`config.mk`:
```
export PLATFORM = sky130hd
export DESIGN_NAME = motor_ramp_scheduler
export DESIGN_NICKNAME = d
export VERILOG_FILES = /design/src/rtl/motor_ramp_scheduler.sv
export SDC_FILE = /design/constraint.sdc
export NUM_CORES = 1
export LEC_CHECK = 0
export BUFFER_PORTS_ARGS = -buffer_cell sky130_fd_sc_hd__buf_2
export CORE_MARGIN = 4
export CORE_UTILIZATION = 40
export CTS_CLUSTER_SIZE = 8
export DETAILED_ROUTE_END_ITERATION = 6
export PLACE_DENSITY = 0.52
export REMOVE_ABC_BUFFERS = 1
export SKIP_CTS_REPAIR_TIMING = 1
export SYNTH_ARGS = -nofsm -noshare
export SYNTH_HDL_FRONTEND = slang
export SYNTH_SLANG_ARGS = --single-unit
```
`constraint.sdc`:
```
create_clock -name i_clk -period 22.9 [get_ports i_clk]
set_input_delay 3.435 -clock i_clk [delete_from_list [all_inputs] [get_ports i_clk]]
set_output_delay 3.435 -clock i_clk [all_outputs]
set_load 0.01 [all_outputs]
```
`src/rtl/motor_ramp_scheduler.sv`:
```
// motor_ramp_scheduler
// Keeps a target and a current PWM period for every motor channel. On each
// ramp tick it visits the channels in order and moves each current period
// one bounded step toward its target. Every change leaves through a single
// registered write port. Immediate commands take that port first and stall
// the scan for the cycle they use.
//
// Handshake: i_cmd_valid is a one-cycle strobe with no back-pressure. Every
// strobe is answered exactly one cycle later by either o_cmd_ack (command
// applied) or o_cmd_err (address out of range, command dropped). o_wr_en is
// a one-cycle strobe; o_wr_addr and o_wr_period are valid only while it is high.
//
// Ports:
//   i_clk           system clock
//   i_rst_n         asynchronous active-low reset
//   i_cmd_valid     command strobe
//   i_cmd_addr      motor index of the command
//   i_cmd_period    new target period
//   i_cmd_immediate 1 = also set current = target now, with no ramp
//   i_step_size     largest change per tick per channel (0 acts as 1)
//   o_cmd_ack       pulse: command accepted
//   o_cmd_err       pulse: address out of range, command dropped
//   o_wr_en         write strobe to the period register file
//   o_wr_addr       channel being written
//   o_wr_period     value being written
//   o_at_target     bit i = channel i current equals target (registered)
//   o_scan_busy     FSM state: high while scanning
module motor_ramp_scheduler #(
  parameter int NUM_MOTORS = 24,
  parameter int PERIOD_W   = 11,
  parameter int RAMP_DIV   = 50000
) (
  input  logic                  i_clk,
  input  logic                  i_rst_n,
  input  logic                  i_cmd_valid,
  input  logic [7:0]            i_cmd_addr,
  input  logic [PERIOD_W-1:0]   i_cmd_period,
  input  logic                  i_cmd_immediate,
  input  logic [PERIOD_W-1:0]   i_step_size,
  output logic                  o_cmd_ack,
  output logic                  o_cmd_err,
  output logic                  o_wr_en,
  output logic [7:0]            o_wr_addr,
  output logic [PERIOD_W-1:0]   o_wr_period,
  output logic [NUM_MOTORS-1:0] o_at_target,
  output logic                  o_scan_busy
);

  localparam int                  PRESC_W    = (RAMP_DIV > 1) ? $clog2(RAMP_DIV) : 1;
  localparam int                  IDX_W      = (NUM_MOTORS > 1) ? $clog2(NUM_MOTORS) : 1;
  localparam logic [PRESC_W-1:0]  PRESC_LAST = PRESC_W'(RAMP_DIV - 1);
  localparam logic [8:0]          NUM_M9     = 9'(NUM_MOTORS);
  localparam logic [7:0]          LAST_IDX   = 8'(NUM_MOTORS - 1);
  localparam logic [PERIOD_W-1:0] ONE        = PERIOD_W'(1);

  typedef enum logic {S_IDLE = 1'b0, S_SCAN = 1'b1} state_t;

  state_t                r_state;
  state_t                w_next_state;
  logic [PRESC_W-1:0]    r_presc;
  logic [7:0]            r_index;
  logic                  r_pending;
  logic [PERIOD_W-1:0]   r_target  [NUM_MOTORS];
  logic [PERIOD_W-1:0]   r_current [NUM_MOTORS];
  logic                  r_cmd_ack;
  logic                  r_cmd_err;
  logic                  r_wr_en;
  logic [7:0]            r_wr_addr;
  logic [PERIOD_W-1:0]   r_wr_period;
  logic [NUM_MOTORS-1:0] r_at_target;

  logic                  w_tick;
  logic                  w_addr_ok;
  logic                  w_cmd_ok;
  logic                  w_cmd_imm;
  logic                  w_visit;
  logic                  w_last;
  logic [IDX_W-1:0]      w_idx;
  logic [IDX_W-1:0]      w_cmd_idx;
  logic [PERIOD_W-1:0]   w_cur;
  logic [PERIOD_W-1:0]   w_tgt;
  logic [PERIOD_W-1:0]   w_step_eff;
  logic [PERIOD_W-1:0]   w_diff;
  logic [PERIOD_W-1:0]   w_delta;
  logic [PERIOD_W-1:0]   w_new;
  logic                  w_up;
  logic                  w_need;

  // Command decode
  assign w_addr_ok = ({1'b0, i_cmd_addr} < NUM_M9);
  assign w_cmd_ok  = i_cmd_valid & w_addr_ok;
  assign w_cmd_imm = w_cmd_ok & i_cmd_immediate;
  assign w_cmd_idx = i_cmd_addr[IDX_W-1:0];
  assign w_tick    = (r_presc == PRESC_LAST);

  // FSM: state register
  always_ff @(posedge i_clk or negedge i_rst_n) begin
    if (!i_rst_n) r_state <= S_IDLE;
    else          r_state <= w_next_state;
  end

  // FSM: next state. A tick that lands on the last visit restarts the scan
  // directly, so it does not need to go through the pending flag.
  always_comb begin
    w_next_state = r_state;
    case (r_state)
      S_IDLE: if (w_tick || r_pending) w_next_state = S_SCAN;
      S_SCAN: if (w_last && !(r_pending || w_tick)) w_next_state = S_IDLE;
      default: w_next_state = S_IDLE;
    endcase
  end

  // FSM: outputs. An immediate command owns the write port, so the scan
  // visit is suppressed and the same index is visited again next cycle.
  always_comb begin
    o_scan_busy = (r_state == S_SCAN);
    w_visit     = (r_state == S_SCAN) && !w_cmd_imm;
    w_last      = w_visit && (r_index == LAST_IDX);
  end

  // Slew of the visited channel. The arithmetic is unsigned, and the step
  // is clamped to the distance so the result never passes the target.
  assign w_idx      = r_index[IDX_W-1:0];
  assign w_cur      = r_current[w_idx];
  assign w_tgt      = r_target[w_idx];
  assign w_need     = (w_cur != w_tgt);
  assign w_up       = (w_tgt > w_cur);
  assign w_step_eff = (i_step_size == '0) ? ONE : i_step_size;
  assign w_diff     = w_up ? (w_tgt - w_cur) : (w_cur - w_tgt);
  assign w_delta    = (w_step_eff < w_diff) ? w_step_eff : w_diff;
  assign w_new      = w_up ? (w_cur + w_delta) : (w_cur - w_delta);

  // Prescaler, scan index and pending tick
  always_ff @(posedge i_clk or negedge i_rst_n) begin
    if (!i_rst_n) begin
      r_presc   <= '0;
      r_index   <= '0;
      r_pending <= 1'b0;
    end else begin
      r_presc <= w_tick ? '0 : r_presc + 1'b1;
      if (w_visit) r_index <= (r_index == LAST_IDX) ? 8'd0 : r_index + 8'd1;
      if (w_last) r_pending <= 1'b0;
      else if (w_tick && r_state == S_SCAN) r_pending <= 1'b1;
    end
  end

  // Channel state and the registered write port. The scan reads the target
  // before this edge, so a same-cycle command to the visited channel only
  // counts from the next visit of that channel.
  always_ff @(posedge i_clk or negedge i_rst_n) begin
    if (!i_rst_n) begin
      for (int i = 0; i < NUM_MOTORS; i++) begin
        r_target[i]  <= ONE;
        r_current[i] <= ONE;
      end
      r_cmd_ack   <= 1'b0;
      r_cmd_err   <= 1'b0;
      r_wr_en     <= 1'b0;
      r_wr_addr   <= '0;
      r_wr_period <= '0;
      r_at_target <= '1;
    end else begin
      r_cmd_ack <= w_cmd_ok;
      r_cmd_err <= i_cmd_valid && !w_addr_ok;
      if (w_cmd_ok) r_target[w_cmd_idx] <= i_cmd_period;
      if (w_cmd_imm) begin
        r_current[w_cmd_idx] <= i_cmd_period;
      end else if (w_visit && w_need) begin
        r_current[w_idx] <= w_new;
      end
      r_wr_en <= w_cmd_imm || (w_visit && w_need);
      if (w_cmd_imm) begin
        r_wr_addr   <= i_cmd_addr;
        r_wr_period <= i_cmd_period;
      end else if (w_visit && w_need) begin
        r_wr_addr   <= r_index;
        r_wr_period <= w_new;
      end
      for (int i = 0; i < NUM_MOTORS; i++) begin
        r_at_target[i] <= (r_current[i] == r_target[i]);
      end
    end
  end

  assign o_cmd_ack   = r_cmd_ack;
  assign o_cmd_err   = r_cmd_err;
  assign o_wr_en     = r_wr_en;
  assign o_wr_addr   = r_wr_addr;
  assign o_wr_period = r_wr_period;
  assign o_at_target = r_at_target;

endmodule

```
==> out/summary.txt <==
Status: complete, no violations
Htree depth: 3
Max-cap viol count: 0
Critical path's largest stage delay: 0.84 ns
FF-to-FF path depth: 34
Worst Setup Start Kind: register
Period utilization: 52.0%
Final worst slack: 10.98 ns
Seq cells post-synth: 600
Crit path kind: reg -> reg
Finished Core Util: 45.2%
Fraction of layout cells with a size suffix above 1: 23.3%
Core area: 82500 um^2
Longest Clk Path Bufs: 3
Synth async-reset ratio: 100%
Max-slew violations: 0
Initial Utilization: 40.6%
Hold_sp: r_presc[0]$_DFF_PN0_
Cells after Synth: 3081
RSZ-0062 raised after global routing: false
IO Count: 81
Worst EP arrival: 12.42 ns
Largest net degree at the start of global routing: 180
Die Span Y: 297 um
Library cells used by synthesis: 80
Crit path time final: 11.92 ns
Buf/Inv on CP: 3
Die Wd: 297 um
CP Max Fanout: 47
Initial antenna violation count: 4
Worst slew pin tran: 1.41 ns
Delay-heaviest family, CP: compound AO/OA/AOI/OAI gates
Post-synth top flop: dfrtp_1
Most frequent cells in the layout: dfrtp_1 (526), xnor2_1 (283), nand2_1 (245)
CTS clk-pin slew, worst paths: 0.06 ns
EDFF count, synth: 0
Slowest cell on the critical path: buf_4
Tightest Hold Check Type: reg -> reg
RR Endpoint: r_current[120]$_DFFE_PN0P_
Worst slew margin: 5.80%
Layout Nets: 3131
Post-route DRC: 0
Worst Setup EP: r_current[120]$_DFFE_PN0P_
Grt ovf: 0
Vias/cell: 6.45
Avg WL per Cell: 31.8 um
CTS sink cnt: 600
Worst r2r src: r_index[0]$_DFFE_PN0P_
Num rows: 105
Most used cell, CP: ha_1
Required time worst endpoint: 23.41 ns
Total GRT Usage: 29.6%
DP HPWL: 91100 um
TritonCTS buffer count: 86
Flop2flop setup slack: 10.98 ns
Crit. path cell count: 34
Hold Fails Final Rpt: 0
Port Buf Inserts: 80
Max Clk Rate: 83.9 MHz
Global placement routability congestion: 0.959
Post-Route Setup TNS: 0 ns
Fillcell total: 7634
Register area share after synthesis: 45.1%
Crit. Startpoint: r_index[0]$_DFFE_PN0P_
Setup violations, final: 0
Pre-Repair DR Iteration Count: 6
Post-Syn Area: 33500 um^2
Wire length of the first global-routing pass: 193000 um
Setup Skew: 0.0339 ns
Root Buffer Master: clkbuf_16
DRT antenna net count: 0
Avg Inst Size Synth: 10.9 um^2
CTS tree: built
Area growth, synth to finish: 11.4%
Pre-CTS setup slack: 11.25 ns
Drt total wl: 133000 um
Skew-Pair Late Insertion Delay: 0.64 ns
Crit end category: register
Commonest non-fill, non-tap cell in the layout: dfrtp_1
Full die area: 88400 um^2
Vias after detailed routing: 27000
Yosys Warn Count: 0
Initial drt markers: 3491
Vias in the first global route: 26700
[layer usage]
metal / track usage, % / share of wire (%) / up-vias
met5: 0 / 0.0098 / -
met4: 13.4 / 5.0 / 2
met3: 7.30 / 10 / 318
met2: 42.5 / 42 / 1613
met1: 42.1 / 43 / 13800
li1: - / - / 11300
[flip-flops by register name, indices dropped and copies added, names as in the netlist]
| signal | cells |
|---|---|
| o_cmd_err | 1 |
| r_current | 264 |
| o_cmd_ack | 1 |
| r_target | 264 |
| o_scan_busy | 1 |
| o_wr_en | 1 |
| r_presc | 16 |
| o_wr_period | 11 |
| o_wr_addr | 8 |
| r_index | 8 |
| o_at_target | 24 |
| r_pending | 1 |
[final cells by class]
type                       count  area, um^2  area share (%)
multi-input combinational   2164       17200            46.1
inverter                      48         180           0.483
sequential                   600       15100            40.5
timing repair buffer         147         938            2.51
clock inverter                 5        80.1           0.215
tap                         1070        1340            3.59
antenna                        5        12.5          0.0335
clock buffer                 147        2440            6.55
[worst min path at each step]
stage	endpoint	slack, ns	cells past startpoint
finish	r_presc[0]$_DFF_PN0_	0.46	1
global route	r_presc[0]$_DFF_PN0_	0.47	1
CTS	r_presc[0]$_DFF_PN0_	0.46	1
detailed placement	r_presc[0]$_DFF_PN0_	0.46	1
global placement	r_presc[0]$_DFF_PN0_	0.44	1
floorplan	r_presc[0]$_DFF_PN0_	0.43	1
[cells by family after synthesis]
kind of cell    synth area share, %
flops                          45.1
buf+inv                        3.69
fa+ha+maj                      1.94
xor+xnor                       7.82
compound gates                 14.8
simple gates                   9.69
mux                            17.0
[cells in the mapped netlist, drive strengths merged (5+ instances only)]
master / instances / share of area [%]
or2: 5 / 0.093
nand2b: 6 / 0.11
and2: 26 / 0.49
a32oi: 35 / 0.92
nand2: 246 / 2.8
mux2i: 9 / 0.27
a21o: 13 / 0.29
nand3: 74 / 1.1
o21a: 7 / 0.16
nor2b: 15 / 0.28
xor2: 15 / 0.39
dfrtp: 528 / 39
and3: 30 / 0.58
nand4: 53 / 0.99
dfstp: 72 / 5.6
xnor2: 284 / 7.4
buf: 34 / 0.52
inv: 47 / 0.53
o21ai: 199 / 3.1
nor3: 47 / 0.78
a221o: 22 / 0.66
a31oi: 23 / 0.43
clkbuf: 235 / 2.6
mux2: 233 / 7.8
mux4: 132 / 8.9
a21oi: 106 / 1.6
ha: 47 / 1.8
o31ai: 15 / 0.34
nor3b: 5 / 0.11
a22oi: 224 / 5.1
a221oi: 8 / 0.21
nor4: 5 / 0.11
o211ai: 20 / 0.45
nor2: 179 / 2.0
a211o: 6 / 0.16
o22ai: 31 / 0.58
[through the flow]
step | instances | hold WS (ns) | cell area, um^2
2_1_floorplan | 2812 | 0.425 | 32400
3_3_place_gp | 4028 | 0.438 | 34800
3_5_place_dp | 4028 | 0.456 | 34800
4_1_cts | 4180 | 0.463 | 37300
5_1_grt | 4181 | 0.473 | 37300
6_report | 4186 | 0.459 | 37300
Power is left out: the tool's default activity adds up to more than one toggle a clock period on the data nets, which glitch-free logic cannot reach.
